--- config.mk ---
export PLATFORM = sky130hd
export DESIGN_NAME = inert_spi_serf_flat
export DESIGN_NICKNAME = d
export VERILOG_FILES = /design/src/rtl/inert_spi_serf_pkg.sv /design/src/rtl/inert_spi_serf_if.sv /design/src/rtl/inert_spi_serf_sync_edge.sv /design/src/rtl/inert_spi_serf.sv /design/src/flat_wrapper.sv
export SDC_FILE = /design/constraint.sdc
export NUM_CORES = 1
export LEC_CHECK = 0
export CAP_MARGIN = 5
export CELL_PAD_IN_SITES_DETAIL_PLACEMENT = 1
export CELL_PAD_IN_SITES_GLOBAL_PLACEMENT = 2
export CORE_MARGIN = 1.5
export CORE_UTILIZATION = 45
export DETAILED_ROUTE_END_ITERATION = 8
export DONT_BUFFER_PORTS = 1
export PLACE_DENSITY_LB_ADDON = 0.1
export SETUP_SLACK_MARGIN = 0.15
export SKIP_LAST_GASP = 1
export SLEW_MARGIN = 40
export SYNTH_ARGS = -nofsm -noshare
export SYNTH_HDL_FRONTEND = slang
export SYNTH_SLANG_ARGS = --single-unit
--- constraint.sdc ---
create_clock -name clk -period 9.65 [get_ports clk]
set_input_delay 1.93 -clock clk [delete_from_list [all_inputs] [get_ports clk]]
set_output_delay 1.93 -clock clk [all_outputs]
set_load 0.05 [all_outputs]
--- src/rtl/inert_spi_serf_pkg.sv ---
// Shared definitions for the inertial-sensor SPI responder: register map
// addresses, frame geometry and the frame FSM state encoding.
package inert_spi_pkg;

  localparam logic [6:0] ADDR_CFG_LAST = 7'h0E;
  localparam logic [6:0] ADDR_INT_CFG  = 7'h0D;
  localparam logic [6:0] ADDR_WHO      = 7'h0F;
  localparam logic [6:0] ADDR_PTCH_L   = 7'h22;
  localparam logic [6:0] ADDR_PTCH_H   = 7'h23;

  localparam int         NUM_CFG    = 15;
  localparam logic [4:0] FRAME_BITS = 5'd16;
  localparam logic [4:0] ADDR_BITS  = 5'd8;

  typedef enum logic [1:0] {
    ST_IDLE   = 2'd0,
    ST_SHIFT  = 2'd1,
    ST_FINISH = 2'd2
  } state_t;

  function automatic logic cfg_writable(input logic [6:0] addr);
    return (addr <= ADDR_CFG_LAST);
  endfunction

endpackage

--- src/rtl/inert_spi_serf_if.sv ---
// SS_n/SCLK/MOSI/MISO/INT link between the SPI master and the sensor responder.
interface inert_spi_serf_if;
  logic SS_n;
  logic SCLK;
  logic MOSI;
  logic MISO;
  logic INT;

  modport master (output SS_n, output SCLK, output MOSI, input MISO, input INT);
  modport slave  (input SS_n, input SCLK, input MOSI, output MISO, output INT);
endinterface

--- src/rtl/inert_spi_serf_sync_edge.sv ---
// N-stage synchronizer for an asynchronous pin with registered rise/fall pulses
// (pulse appears STAGES+1 clocks after the pin edge).
module spi_sync_edge #(
  parameter int   STAGES  = 3,
  parameter logic RST_VAL = 1'b0
) (
  input  logic clk,
  input  logic rst,
  input  logic din,
  output logic level,
  output logic rise,
  output logic fall
);

  logic [STAGES-1:0] sync_r;
  logic              prev_r;
  logic              rise_r;
  logic              fall_r;

  // Synchronizer chain plus one-clock edge pulses off its last stage.
  always_ff @(posedge clk or posedge rst) begin
    if (rst) begin
      sync_r <= {STAGES{RST_VAL}};
      prev_r <= RST_VAL;
      rise_r <= 1'b0;
      fall_r <= 1'b0;
    end else begin
      sync_r <= {sync_r[STAGES-2:0], din};
      prev_r <= sync_r[STAGES-1];
      rise_r <= sync_r[STAGES-1] & ~prev_r;
      fall_r <= ~sync_r[STAGES-1] & prev_r;
    end
  end

  assign level = sync_r[STAGES-1];
  assign rise  = rise_r;
  assign fall  = fall_r;

endmodule

--- src/rtl/inert_spi_serf.sv ---
// SPI mode-0 responder for the inertial sensor: 16-bit frames, config/WHO_AM_I/
// pitch register map and a level interrupt on newly latched pitch samples.
module inert_spi_serf
  import inert_spi_pkg::*;
#(
  parameter int         SYNC_STAGES  = 3,
  parameter logic [7:0] WHO_AM_I_VAL = 8'h6A
) (
  input  logic              clk,
  input  logic              rst,
  inert_spi_serf_if.slave   bus,
  input  logic [15:0]       ptch_in,
  input  logic              sample_stb
);

  localparam logic [3:0] IDX_INT_CFG = ADDR_INT_CFG[3:0];

  logic sclk_lvl_s, sclk_rise_s, sclk_fall_s;
  logic ss_lvl_s, ss_rise_s, ss_fall_s;
  logic mosi_s;

  logic [SYNC_STAGES-1:0] mosi_sync_r;
  state_t                 state_r;
  logic [4:0]             cnt_r;
  logic [15:0]            rx_r;
  logic [7:0]             tx_r;
  logic                   miso_r;
  logic                   int_r;
  logic [7:0]             cfg_r [0:NUM_CFG-1];
  logic [15:0]            shadow_r;
  logic [15:0]            stage_r;
  logic                   pend_r;

  logic [6:0]  rd_addr_s;
  logic [7:0]  rd_data_s;
  logic        frame_ok_s;
  logic        wr_s;
  logic        clr_s;
  logic        int_en_nxt_s;
  logic        cap_s;
  logic [15:0] cap_val_s;

  spi_sync_edge #(.STAGES(SYNC_STAGES), .RST_VAL(1'b0)) u_sclk_sync (
    .clk   (clk),
    .rst   (rst),
    .din   (bus.SCLK),
    .level (sclk_lvl_s),
    .rise  (sclk_rise_s),
    .fall  (sclk_fall_s)
  );

  spi_sync_edge #(.STAGES(SYNC_STAGES), .RST_VAL(1'b1)) u_ss_sync (
    .clk   (clk),
    .rst   (rst),
    .din   (bus.SS_n),
    .level (ss_lvl_s),
    .rise  (ss_rise_s),
    .fall  (ss_fall_s)
  );

  // MOSI only needs its level, sampled on the delayed SCLK rise pulse.
  always_ff @(posedge clk or posedge rst) begin
    if (rst) begin
      mosi_sync_r <= {SYNC_STAGES{1'b0}};
    end else begin
      mosi_sync_r <= {mosi_sync_r[SYNC_STAGES-2:0], bus.MOSI};
    end
  end

  assign mosi_s = mosi_sync_r[SYNC_STAGES-1];

  // Read mux for the address formed on the 8th SCLK rise (bit 8 is still in MOSI).
  always_comb begin
    rd_addr_s = {rx_r[5:0], mosi_s};
    rd_data_s = 8'h00;
    if (cfg_writable(rd_addr_s)) begin
      rd_data_s = cfg_r[rd_addr_s[3:0]];
    end else begin
      case (rd_addr_s)
        ADDR_WHO:    rd_data_s = WHO_AM_I_VAL;
        ADDR_PTCH_L: rd_data_s = shadow_r[7:0];
        ADDR_PTCH_H: rd_data_s = shadow_r[15:8];
        default:     rd_data_s = 8'h00;
      endcase
    end
  end

  // End-of-frame decisions; a strobe in the FINISH cycle itself is the newest sample.
  always_comb begin
    frame_ok_s   = (cnt_r == FRAME_BITS);
    wr_s         = frame_ok_s & ~rx_r[15] & cfg_writable(rx_r[14:8]);
    clr_s        = frame_ok_s & rx_r[15] & (rx_r[14:8] == ADDR_PTCH_H);
    int_en_nxt_s = cfg_r[IDX_INT_CFG][1];
    if (wr_s && (rx_r[14:8] == ADDR_INT_CFG)) begin
      int_en_nxt_s = rx_r[1];
    end else begin
      int_en_nxt_s = cfg_r[IDX_INT_CFG][1];
    end
    cap_s     = pend_r | sample_stb;
    cap_val_s = sample_stb ? ptch_in : stage_r;
  end

  // Frame FSM with registered MISO/INT and the register file.
  always_ff @(posedge clk or posedge rst) begin
    if (rst) begin
      state_r  <= ST_IDLE;
      cnt_r    <= 5'd0;
      rx_r     <= 16'h0000;
      tx_r     <= 8'h00;
      miso_r   <= 1'b0;
      int_r    <= 1'b0;
      shadow_r <= 16'h0000;
      stage_r  <= 16'h0000;
      pend_r   <= 1'b0;
      for (int i = 0; i < NUM_CFG; i++) begin
        cfg_r[i] <= 8'h00;
      end
    end else begin
      case (state_r)
        ST_IDLE: begin
          miso_r <= 1'b0;
          if (sample_stb) begin
            shadow_r <= ptch_in;
            if (cfg_r[IDX_INT_CFG][1]) begin
              int_r <= 1'b1;
            end
          end
          if (ss_fall_s) begin
            state_r <= ST_SHIFT;
            cnt_r   <= 5'd0;
            rx_r    <= 16'h0000;
            tx_r    <= 8'h00;
          end
        end
        ST_SHIFT: begin
          if (sample_stb) begin
            pend_r  <= 1'b1;
            stage_r <= ptch_in;
          end
          if (ss_rise_s) begin
            state_r <= ST_FINISH;
            miso_r  <= 1'b0;
          end else begin
            // A rise racing the SS_n release is not part of the frame.
            if (sclk_rise_s && !ss_lvl_s && (cnt_r != FRAME_BITS)) begin
              rx_r  <= {rx_r[14:0], mosi_s};
              cnt_r <= cnt_r + 5'd1;
              if (cnt_r == (ADDR_BITS - 5'd1)) begin
                tx_r <= rd_data_s;
              end
            end
            if (sclk_fall_s && !sclk_lvl_s && (cnt_r >= ADDR_BITS)) begin
              miso_r <= tx_r[7];
              tx_r   <= {tx_r[6:0], 1'b0};
            end
          end
        end
        ST_FINISH: begin
          miso_r  <= 1'b0;
          pend_r  <= 1'b0;
          state_r <= ST_IDLE;
          if (wr_s) begin
            cfg_r[rx_r[11:8]] <= rx_r[7:0];
          end
          if (cap_s) begin
            shadow_r <= cap_val_s;
          end
          if (cap_s && int_en_nxt_s) begin
            int_r <= 1'b1;
          end else if (clr_s || !int_en_nxt_s) begin
            int_r <= 1'b0;
          end else begin
            int_r <= int_r;
          end
        end
        default: begin
          state_r <= ST_IDLE;
          miso_r  <= 1'b0;
        end
      endcase
    end
  end

  assign bus.MISO = miso_r;
  assign bus.INT  = int_r;

endmodule

--- src/flat_wrapper.sv ---
// flat-port wrapper written by rule: the top's interface ports become plain ports
module inert_spi_serf_flat import inert_spi_pkg::*;
#(
  parameter int         SYNC_STAGES  = 3,
  parameter logic [7:0] WHO_AM_I_VAL = 8'h6A
)
  (clk, rst, ptch_in, sample_stb, bus_SS_n, bus_SCLK, bus_MOSI, bus_MISO, bus_INT);
  inert_spi_serf_if bus_i ();
  input  logic clk;
  input  logic rst;
  input  logic [15:0] ptch_in;
  input  logic sample_stb;
  input wire logic [$bits(bus_i.SS_n)-1:0] bus_SS_n;
  input wire logic [$bits(bus_i.SCLK)-1:0] bus_SCLK;
  input wire logic [$bits(bus_i.MOSI)-1:0] bus_MOSI;
  output wire logic [$bits(bus_i.MISO)-1:0] bus_MISO;
  output wire logic [$bits(bus_i.INT)-1:0] bus_INT;
  assign bus_i.SS_n = bus_SS_n;
  assign bus_i.SCLK = bus_SCLK;
  assign bus_i.MOSI = bus_MOSI;
  assign bus_MISO = bus_i.MISO;
  assign bus_INT = bus_i.INT;
  inert_spi_serf #(.SYNC_STAGES(SYNC_STAGES), .WHO_AM_I_VAL(WHO_AM_I_VAL)) u_core (.clk(clk), .rst(rst), .bus(bus_i), .ptch_in(ptch_in), .sample_stb(sample_stb));
endmodule
==> results of run 1 <==
-- state kept, by name (all words and copies together) (netlist names), 3 cells and up --
| signal | flops |
|---|---|
| u_core.mosi_sync_r | 3 |
| u_core.u_sclk_sync.sync_r | 3 |
| u_core.cfg_r | 120 |
| u_core.tx_r | 8 |
| u_core.stage_r | 16 |
| u_core.shadow_r | 16 |
| u_core.u_ss_sync.sync_r | 3 |
| u_core.rx_r | 16 |
| u_core.cnt_r | 5 |
-- logic make-up (layout without fill, tap and decap cells) --
| group | after synthesis | count (layout) |
|---|---|---|
| DFF | 201 | 201 |
| and+or+nand+nor | 174 | 174 |
| muxes | 209 | 209 |
| adders and majority gates | 2 | 2 |
| xor gates and xnor gates | 3 | 3 |
| buffers and inverters | 49 | 59 |
| AOI/OAI and AO/OA | 93 | 93 |
-- worst reg2reg max path, delay by kind of cell, from the launching register on --
kind            cells  cell delay (ns)
buf+inv             1             0.45
flops               1             0.67
simple gates        2             0.91
compound gates      3             0.92
-- cell type report --
class | instances | area, µm²
repair buffers | 11 | 86.33
inverters | 5 | 31.28
flip-flops and latches | 201 | 5040
clock buffers | 33 | 695.7
multi-input cells | 481 | 3974
clock inverters | 10 | 107.6
fillers | 2028 | 9832
well taps | 270 | 337.8
-- report_power, final --
part | total (mW) | switching [mW] | leakage, nW | internal (mW)
clock | 0.906 | 0.350 | 0.390 | 0.556
combinational | 0.288 | 0.183 | 1.67 | 0.104
sequential | 0.978 | 0.0651 | 2.70 | 0.913
total | 2.17 | 0.598 | 4.76 | 1.57
-- routing by layer --
metal,up-vias,global-route usage,wire length [µm]
met1,3017,0.2817,9743
met3,35,0.03950,1004
met5,-,0,0
li1,2628,-,-
met4,0,0.05765,469
met2,94,0.3743,10890
-- Yosys cell counts, types with 3 or more instances --
cell         n
a21o_1       3
a22oi_1      6
and3_1       3
buf_1        4
buf_2        7
clkbuf_1    32
dfrtp_1    197
dfstp_2      4
inv_1        5
mux2_2     130
mux2_4       8
mux2i_1     59
mux4_2      12
nand2_1     83
nand2b_1     6
nand3_1     12
nand4_1      8
nor2_1      28
nor2b_1      7
nor3_1      10
o2111ai_1   10
o211a_1      3
o21ai_0     45
o221ai_1     6
o22ai_1      3
or3_1        3
xor2_1       3
-- cell usage in the layout, fill, tap and decap left out, drive strengths merged, types with 6 or more instances in the layout --
cell type  count
a22oi          6
buf           11
clkbuf        33
dfrtp        197
mux2         138
mux2i         59
mux4          12
nand2         83
nand2b         6
nand3         12
nand4          8
nor2          29
nor2b          7
nor3          11
o2111ai       10
o21ai         45
o221ai         6
-- how the worst min path moves through the flow --
| stage | to | depth (start not counted) |
|---|---|---|
| after floorplan | u_core.mosi_sync_r[1]$_DFF_PP0_ | 0 |
| after CTS | u_core.mosi_sync_r[2]$_DFF_PP0_ | 0 |
| after global routing | u_core.u_ss_sync.sync_r[1]$_DFF_PP1_ | 0 |
| after global placement | u_core.mosi_sync_r[1]$_DFF_PP0_ | 0 |
| after detailed placement | u_core.mosi_sync_r[2]$_DFF_PP0_ | 0 |
| final | u_core.mosi_sync_r[2]$_DFF_PP0_ | 0 |
==> summary.txt, run 1 <==
post-route antenna net violation count - 0
average size of a mapped cell - 12.56 µm²
Rel. slew slack - 0.4907
Syn Std Cell Area - 9180 µm²
main combinational cell family by area after synthesis - multiplexers
area leader, netlist - dfrtp_1
vias post-DR - 5774
Hold Slack - 0.3518 ns
critical path endpoint - bus_INT
die area - 21270 µm²
worst slack, placed - 6.291 ns
hold_buf cts - 0
fmax - 318.3 MHz
design area - 10270 µm²
crit path kind - flop to primary output
initial antenna violation count - 0
clk buf depth - 3
PD cells - 211.4 nW/µm²
total track usage - 0.2168
n_diodes - 0
Syn Inst Count - 731
Initial Utilization - 0.4566
VDD IR max - 0.1406 mV
worst path arrival time - 1.21 ns
area delta synth->final - 11.90%
compound-cell area share of the yosys netlist - 0.06719
clock-pin slew on the worst setup and hold paths - 0.06 ns
Top Ports - 24
number of vias per cell - 5.711
Setup Fix Bufs, Post-CTS - 0
actual slew at the worst max-slew pin - 0.7569 ns
core area - 20100 µm²
Worst R2R Start - u_core.mosi_sync_r[2]$_DFF_PP0_
maxcap violations - 0
H-tree levels - 1
Post-Synth XOR/XNOR Area - 0.002862
CP Launch Type - flop
clock skew - 0.01809 ns
cell leakage power - 4.759 nW
initial DRC count - 172
Period Utilization, post-route - 0.3256
Critical R2R Capture - u_core.tx_r[2]$_DFFE_PP0P_
worst r2r path cells - 6
status - finished clean
Clock Sinks - 201
RSZ-0062 raised after global routing - false
Placed Cells - 968
Post-Synth Adder-Cell Area - 0.002726
RePlAce Congestion - 0.7860
hold path start - u_core.mosi_sync_r[1]$_DFF_PP0_
mux share of post-synthesis cell area - 0.2663
layout cells sized above 1 - 0.2982
Synth Area in Simple Gates - 0.09064
router iterations before antenna repair - 4
Slew Viols, Final - 0
CTS tree - done
Crit path depth - 0
total power - 2.171 mW
synth top area cells - dfrtp_1, mux2_2, mux2i_1, nand2_1, mux4_2
post-route insts no fill - 1011
Post-synth EDFFs - 0
Mapped Nets - 755
Critical Path Start - u_core.bus.INT$_DFFE_PP0P_
final setup margin - 6.508 ns
Die H - 145.8 µm
Synth Flop Type - dfrtp_1
fin nets - 748
Yosys reg bits - 201
worst-path fanout max - 3
total CTS buffers - 24
fraction of registers with async set/reset - 1.000
Yosys warning total - 0
Final Hold Vio Count - 0
Die X - 145.8 µm
count of different cell masters after synthesis - 53
min-delay worst type - flop to flop
CTS Root Cell - clkbuf_16
residual DRC count - 0
grt ovf - 0
cell row count - 52
min cycle time layout - 3.142 ns
Yosys top cell area share - 0.5370
post-synthesis sequential area ratio - 0.5485
Final Util - 0.5110
worst skew pair latency - 0.51 ns
setup TNS - 0 ns
post-detail-place hpwl - 14300 µm
Routed Wire Length - 22100 µm
Wirelength per Cell - 21.86 µm
global-route wire length before repair - 36350 µm
r2r setup slk - 6.64 ns
# resized after CTS - 0
Final Setup Violations - 0
placed inst area - 9453 µm²
Req. time, crit path - 7.72 ns
largest net degree at the start of global routing - 136
port bufs - 0
crit path capture type - primary output
vias in the first global route - 6471
(Power assumes the default switching activity.)
==> run 2, diff against run 1 <==
==> constraint.sdc (replaced) <==
create_clock -name clk -period 2.9 [get_ports clk]
set_input_delay 0.58 -clock clk [delete_from_list [all_inputs] [get_ports clk]]
set_output_delay 0.58 -clock clk [all_outputs]
set_load 0.05 [all_outputs]
==> run 2 against run 1 <==
Net effect:
- critical endpoint is now u_core.cfg_r[50]$_DFFE_PP0P_
- largest cell class unchanged
- critical path depth is 7 higher
- clock power grew to 3.0 times the previous value
- global-route usage is 0.42 points higher
- largest power group unchanged
- setup slack worse by 6.2 ns
==> summary.txt, run 2 (synthesized netlist as in run 1, its figures left out) <==
layout cells sized above 1 - 0.3025 (+0.004264)
core area - 20100 µm² (unchanged)
maxcap violations - 0 (unchanged)
Rel. slew slack - 0.4939 (+0.003192)
worst skew pair latency - 0.50 ns (about the same)
crit path capture type - flop
post-route antenna net violation count - 0 (unchanged)
cell leakage power - 4.804 nW (+0.94%)
Die X - 145.8 µm (unchanged)
Clock Sinks - 201 (unchanged)
vias in the first global route - 6485 (+0.22%)
Critical Path Start - u_core.cnt_r[0]$_DFFE_PP0P_
max FFs per register - 120 (unchanged)
# resized after CTS - 1 (+1)
total track usage - 0.2210 (+0.004185)
GRT busiest layer - met2
Final Hold Vio Count - 0 (unchanged)
min cycle time layout - 2.638 ns
grt met3 use - 0.03229 (-0.007210)
initial antenna violation count - 0 (unchanged)
placed inst area - 9572 µm² (+1.3%)
clk buf depth - 3 (unchanged)
area delta synth->final - 12.42%
status - finished clean
fmax - 379.1 MHz
number of vias per cell - 5.665 (-0.81%)
residual DRC count - 0 (unchanged)
CTS Root Cell - clkbuf_16
Die H - 145.8 µm (unchanged)
vias post-DR - 5818 (+0.76%)
crit path kind - flop to flop
RePlAce Congestion - 0.7786 (-0.94%)
Final Setup Violations - 0 (unchanged)
post-route insts no fill - 1027 (+1.6%)
clock skew - 0.008033 ns (-0.01005 ns)
VDD IR max - 0.5111 mV (+260%)
H-tree levels - 1 (unchanged)
fin nets - 765 (+2.3%)
largest net degree at the start of global routing - 148 (+8.8%)
total CTS buffers - 23 (-4.2%)
CTS tree - done
CP Launch Type - flop
clock-pin slew on the worst setup and hold paths - 0.06 ns (about the same)
min-delay worst type - input port to asynchronous set/reset pin
design area - 10320 µm² (+0.46%)
worst path arrival time - 3.02 ns (+1.81 ns)
Period Utilization, post-route - 0.9096
worst-path fanout max - 8 (+5)
Worst R2R Start - u_core.cnt_r[0]$_DFFE_PP0P_
GRT met2 Usage - 0.3795 (+0.005238)
Final Util - 0.5133 (+0.002365)
Slew Viols, Final - 0 (unchanged)
hold_buf cts - 0 (unchanged)
Initial Utilization - 0.4566 (unchanged)
router iterations before antenna repair - 4 (unchanged)
die area - 21270 µm² (unchanged)
actual slew at the worst max-slew pin - 0.7533 ns (-0.003603 ns)
global-route wire length before repair - 36960 µm (+1.7%)
most common cell after layout, fill and taps aside - dfrtp_1
setup TNS - 0 ns (unchanged)
port bufs - 0 (unchanged)
Setup Fix Bufs, Post-CTS - 0 (unchanged)
Wirelength per Cell - 21.86 µm (about the same)
total power - 6.977 mW (+220%)
Routed Wire Length - 22450 µm (+1.6%)
largest reg by FF count - u_core.cfg_r
Top Ports - 24 (unchanged)
n_diodes - 0 (unchanged)
RSZ-0062 raised after global routing - false
cell row count - 52 (unchanged)
PD cells - 676.1 nW/µm² (+220%)
grt ovf - 0 (unchanged)
Placed Cells - 985 (+1.8%)
Req. time, crit path - 3.29 ns (-4.43 ns)
grt met1 use - 0.2918 (+0.01007)
post-detail-place hpwl - 14890 µm (+4.2%)
most frequent cells in the layout - dfrtp_1, mux2_2, nand2_1
initial DRC count - 235 (+37%)
-- run 2: cell count changes in the layout (fill, tap and decap cells not counted), moves of 2 or more --
| cell | change |
|---|---|
| clkbuf_1 | +3 |
| nor2_1 | +3 |
| nor2_2 | -3 |
| clkbuf_16 | -2 |
| buf_4 | +17 |
-- run 2: per-layer routing --
metal  up-vias  share of wire
met2        78           0.49
met5         -              0
met3        42          0.033
met4         0          0.026
li1       2663              -
met1      3035           0.45
-- run 2: area by class of cell --
| class | instances | area [µm²] |
|---|---|---|
| clock buffer | 33 | 643.1 |
| clock inverter | 8 | 67.56 |
| fill | 2024 | 9784 |
| inverter | 5 | 22.52 |
| multi-input combinational | 481 | 3960 |
| sequential | 201 | 5039 |
| tap | 270 | 337.8 |
| timing repair buffer | 29 | 250.2 |
-- run 2: metrics by stage --
stage	hold slack [ns]	worst slack, ns
2_1_floorplan	0.3312	-0.2791
5_1_grt	0.01331	0.1823
6_report	0.005045	0.2621
3_3_place_gp	0.3347	0.1433
3_5_place_dp	0.3363	0.08088
4_1_cts	0.05344	0.2213
-- run 2: path summary, 6_finish.rpt --
path,slack (ns),depth (start not counted),to
worst max-delay path,0.26,7,u_core.cfg_r[50]$_DFFE_PP0P_
worst min-delay path,0.005,2,u_core.bus.INT$_DFFE_PP0P_
worst max register to register,0.26,7,u_core.cfg_r[50]$_DFFE_PP0P_
worst min register to register,0.35,0,u_core.mosi_sync_r[1]$_DFF_PP0_
max in group asynchronous,2.06,3,u_core.cfg_r[118]$_DFFE_PP0P_
min in group clk,0.08,0,u_core.u_ss_sync.sync_r[0]$_DFF_PP1_
-- run 2: report_power, final --
part / switching, mW / internal, mW
clock network: 1.11 / 1.63
logic: 0.628 / 0.387
registers: 0.186 / 3.04
-- run 2: worst max-delay path, stage by stage, from the launching register on --
cell	delay, ns
dfrtp_1	0.41
inv_1	0.07
ha_1	0.18
nand4bb_4	0.14
or3_4	0.38
or4_4	0.56
or3_4	0.46
mux2_4	0.33
==> run 3, diff against run 2 <==
--- a/config.mk
+++ b/config.mk
@@ -5,11 +5,12 @@
 export SDC_FILE = /design/constraint.sdc
 export NUM_CORES = 1
 export LEC_CHECK = 0
+export ABC_AREA = 1
 export CAP_MARGIN = 5
 export CELL_PAD_IN_SITES_DETAIL_PLACEMENT = 1
 export CELL_PAD_IN_SITES_GLOBAL_PLACEMENT = 2
 export CORE_MARGIN = 1.5
-export CORE_UTILIZATION = 45
+export CORE_UTILIZATION = 39
 export DETAILED_ROUTE_END_ITERATION = 8
 export DONT_BUFFER_PORTS = 1
 export PLACE_DENSITY_LB_ADDON = 0.1
==> run 3 against run 2 <==
Net effect:
- first-iteration DRC count increased by 50%
- clock skew grew 0.0011 ns
- core utilization fell by 6.2 points
- total power increased by 13%
- final area increased by 3.2%
- setup slack gained 0.31 ns
- combinational power up 49%
- die area grew 18%
- largest power group unchanged
- highest routed layer unchanged
==> summary.txt, run 3 <==
vias post-DR - 7610 (+31%)
Slew Viols, Final - 0 (unchanged)
fillers - 2859 (+41%)
area delta synth->final - 12.76%
synth top area cells - dfrtp_1, nand2_1, o21ai_0, inv_1, nor2_1
cell leakage power - 4.966 nW (+3.4%)
worst skew pair latency - 0.52 ns (+0.02 ns)
VDD IR max - 0.4045 mV (-21%)
fin nets - 1208 (+58%)
residual DRC count - 0 (unchanged)
cell with the most instances after synthesis - nand2_1
worst-path fanout max - 16 (+8)
CTS tree - done
H-tree levels - 1 (unchanged)
crit path capture type - flop
clk buf depth - 3 (unchanged)
Syn Std Cell Area - 9442 µm² (+2.8%)
Yosys warning total - 0 (unchanged)
Req. time, crit path - 3.27 ns (-0.02 ns)
Final Hold Vio Count - 0 (unchanged)
port bufs - 0 (unchanged)
Post-synth EDFFs - 0 (unchanged)
actual slew at the worst max-slew pin - 0.7782 ns (+0.02486 ns)
Mapped Nets - 1209 (+60%)
most common cell after layout, fill and taps aside - nand2_1
core area - 23610 µm² (+17%)
GRT busiest layer - met2
Top Ports - 24 (unchanged)
Hold Slack - 0.05765 ns (+0.05260 ns)
RePlAce Congestion - 0.8233 (+5.7%)
Yosys top cell area share - 0.5221 (-0.01487)
status - finished clean
Die X - 158.6 µm (+8.7%)
layout cells sized above 1 - 0.08819 (-0.2143)
max FFs per register - 120 (unchanged)
Yosys reg bits - 201 (unchanged)
largest net degree at the start of global routing - 92 (-38%)
post-detail-place hpwl - 17540 µm (+18%)
Final Setup Violations - 0 (unchanged)
CP Launch Type - flop
count of different cell masters after synthesis - 33 (-38%)
router iterations before antenna repair - 5 (+1)
crit path kind - flop to flop
min-delay worst type - input port to flop
clock-pin slew on the worst setup and hold paths - 0.06 ns (about the same)
Period Utilization, post-route - 0.8040 (-0.1056)
area of the multi-input gates - 3727 µm² (-5.9%)
most frequent cells in the layout - nand2_1, dfrtp_1, o21ai_0
Rel. slew slack - 0.4806 (-0.01328)
Wirelength per Cell - 17.53 µm (-20%)
grt met3 use - 0.03266 (+0.0003735)
average size of a mapped cell - 7.968 µm² (-37%)
Synth Flop Type - dfrtp_1
n_diodes - 0 (unchanged)
clock skew - 0.009175 ns (+0.001141 ns)
Routed Wire Length - 26660 µm (+19%)
Crit path largest cell delay - 0.38 ns (-0.18 ns)
RSZ-0062 raised after global routing - false
post-route antenna net violation count - 0 (unchanged)
global-route wire length before repair - 43350 µm (+17%)
Die H - 158.6 µm (+8.7%)
crit path cell chain - inv_1 -> ha_1 -> nand4_1 -> nor2_1 -> nand2_1 -> nor2_4 -> buf_4 -> nand4_1 -> buf_4 -> nand2_1 -> o21ai_0
initial DRC count - 353 (+50%)
largest reg by FF count - u_core.cfg_r
# resized after CTS - 0 (-1)
Initial Utilization - 0.3999 (-0.05677)
Syn Inst Count - 1185 (+62%)
setup TNS - 0 ns (unchanged)
vias in the first global route - 7945 (+23%)
fraction of registers with async set/reset - 1.000 (unchanged)
CTS Root Cell - clkbuf_16
min cycle time layout - 2.332 ns (-0.3062 ns)
initial antenna violation count - 0 (unchanged)
Clock Sinks - 201 (unchanged)
fmax - 428.9 MHz (+13%)
cell row count - 56 (+7.7%)
grt met1 use - 0.3085 (+0.01673)
total CTS buffers - 24 (+4.3%)
total track usage - 0.2241 (+0.003071)
number of vias per cell - 5.003 (-12%)
critical path's slowest cell - dfrtp_1
Register Area - 5035 µm² (about the same)
post-synthesis sequential area ratio - 0.5333 (-0.01519)
GRT met2 Usage - 0.3691 (-0.01042)
Final Util - 0.4509 (-0.06244)
CP delay by family, top - simple AND/OR/NAND/NOR gates
worst path arrival time - 2.70 ns (-0.32 ns)
Commonest cells post-synth - nand2_1, dfrtp_1, o21ai_0
area leader, netlist - dfrtp_1
hold_buf cts - 0 (unchanged)
grt ovf - 0 (unchanged)
maxcap violations - 0 (unchanged)
Buf/Inv on CP - 3 (+2)
die area - 25150 µm² (+18%)
PD cells - 740.0 nW/µm² (+9.5%)
[run 3: where the power goes]
part	switching, mW	internal, mW	total [mW]
Clock	1.20	1.94	3.14
Sequential	0.152	3.09	3.24
Combinational	1.05	0.451	1.50
Total	2.40	5.48	7.88
[run 3: metrics by stage]
stage | instances | instance area (µm²) | setup WS [ns] | power (mW)
after floorplan | 1185 | 9445 | -0.2791 | 4.275
after global placement | 1476 | 9817 | 0.5502 | 4.775
after detailed placement | 1476 | 9817 | 0.4103 | 4.811
after CTS | 1520 | 10640 | 0.3788 | 7.992
after global routing | 1521 | 10650 | 0.3129 | 8.305
final | 1521 | 10650 | 0.5683 | 7.878
[run 3: per-layer routing]
layer | wire length, µm | share of wire
met5 | 0 | 0
met3 | 819 | 0.031
met1 | 12890 | 0.48
met2 | 12300 | 0.46
met4 | 646 | 0.024
[run 3: repair_timing]
action | 4_1_cts | 5_1_grt
endpoints found under the hold margin | 0 | 0
setup endpoints to repair | 0 | 3
buffers inserted | 0 | 1
[run 3: layout make-up]
cell class                      instances  area share
Inverter                              105     0.03737
Tap cell                              319     0.03749
Timing Repair Buffer                   32     0.02491
Clock inverter                          8     0.01081
Multi-Input combinational cell        820      0.3501
Sequential cell                       201      0.4729
Clock buffer                           36     0.06640
[run 3: worst paths after layout]
kind | cells past startpoint | start | slack, ns | to
min in group asynchronous | 2 | rst | 0.08 | u_core.cfg_r[13]$_DFFE_PP0P_
setup / recovery | 11 | u_core.cnt_r[0]$_DFFE_PP0P_ | 0.57 | u_core.cfg_r[31]$_DFFE_PP0P_
max in group asynchronous | 2 | rst | 2.28 | u_core.stage_r[1]$_DFFE_PP0P_
setup reg to reg | 11 | u_core.cnt_r[0]$_DFFE_PP0P_ | 0.57 | u_core.cfg_r[31]$_DFFE_PP0P_
hold reg to reg | 0 | u_core.mosi_sync_r[1]$_DFF_PP0_ | 0.35 | u_core.mosi_sync_r[2]$_DFF_PP0_
hold / removal | 0 | bus_SS_n | 0.06 | u_core.u_ss_sync.sync_r[0]$_DFF_PP1_
[run 3: kinds of logic (layout without fill, tap and decap cells)]
group | after synthesis | in the layout | share of synthesized area
and+or+nand+nor | 606 | 606 | 0.2698
AOI/OAI and AO/OA | 210 | 210 | 0.1198
DFF | 201 | 201 | 0.5333
buffers and inverters | 164 | 181 | 0.07262
adders and majority gates | 2 | 2 | 0.002650
xor gates and xnor gates | 2 | 2 | 0.001856
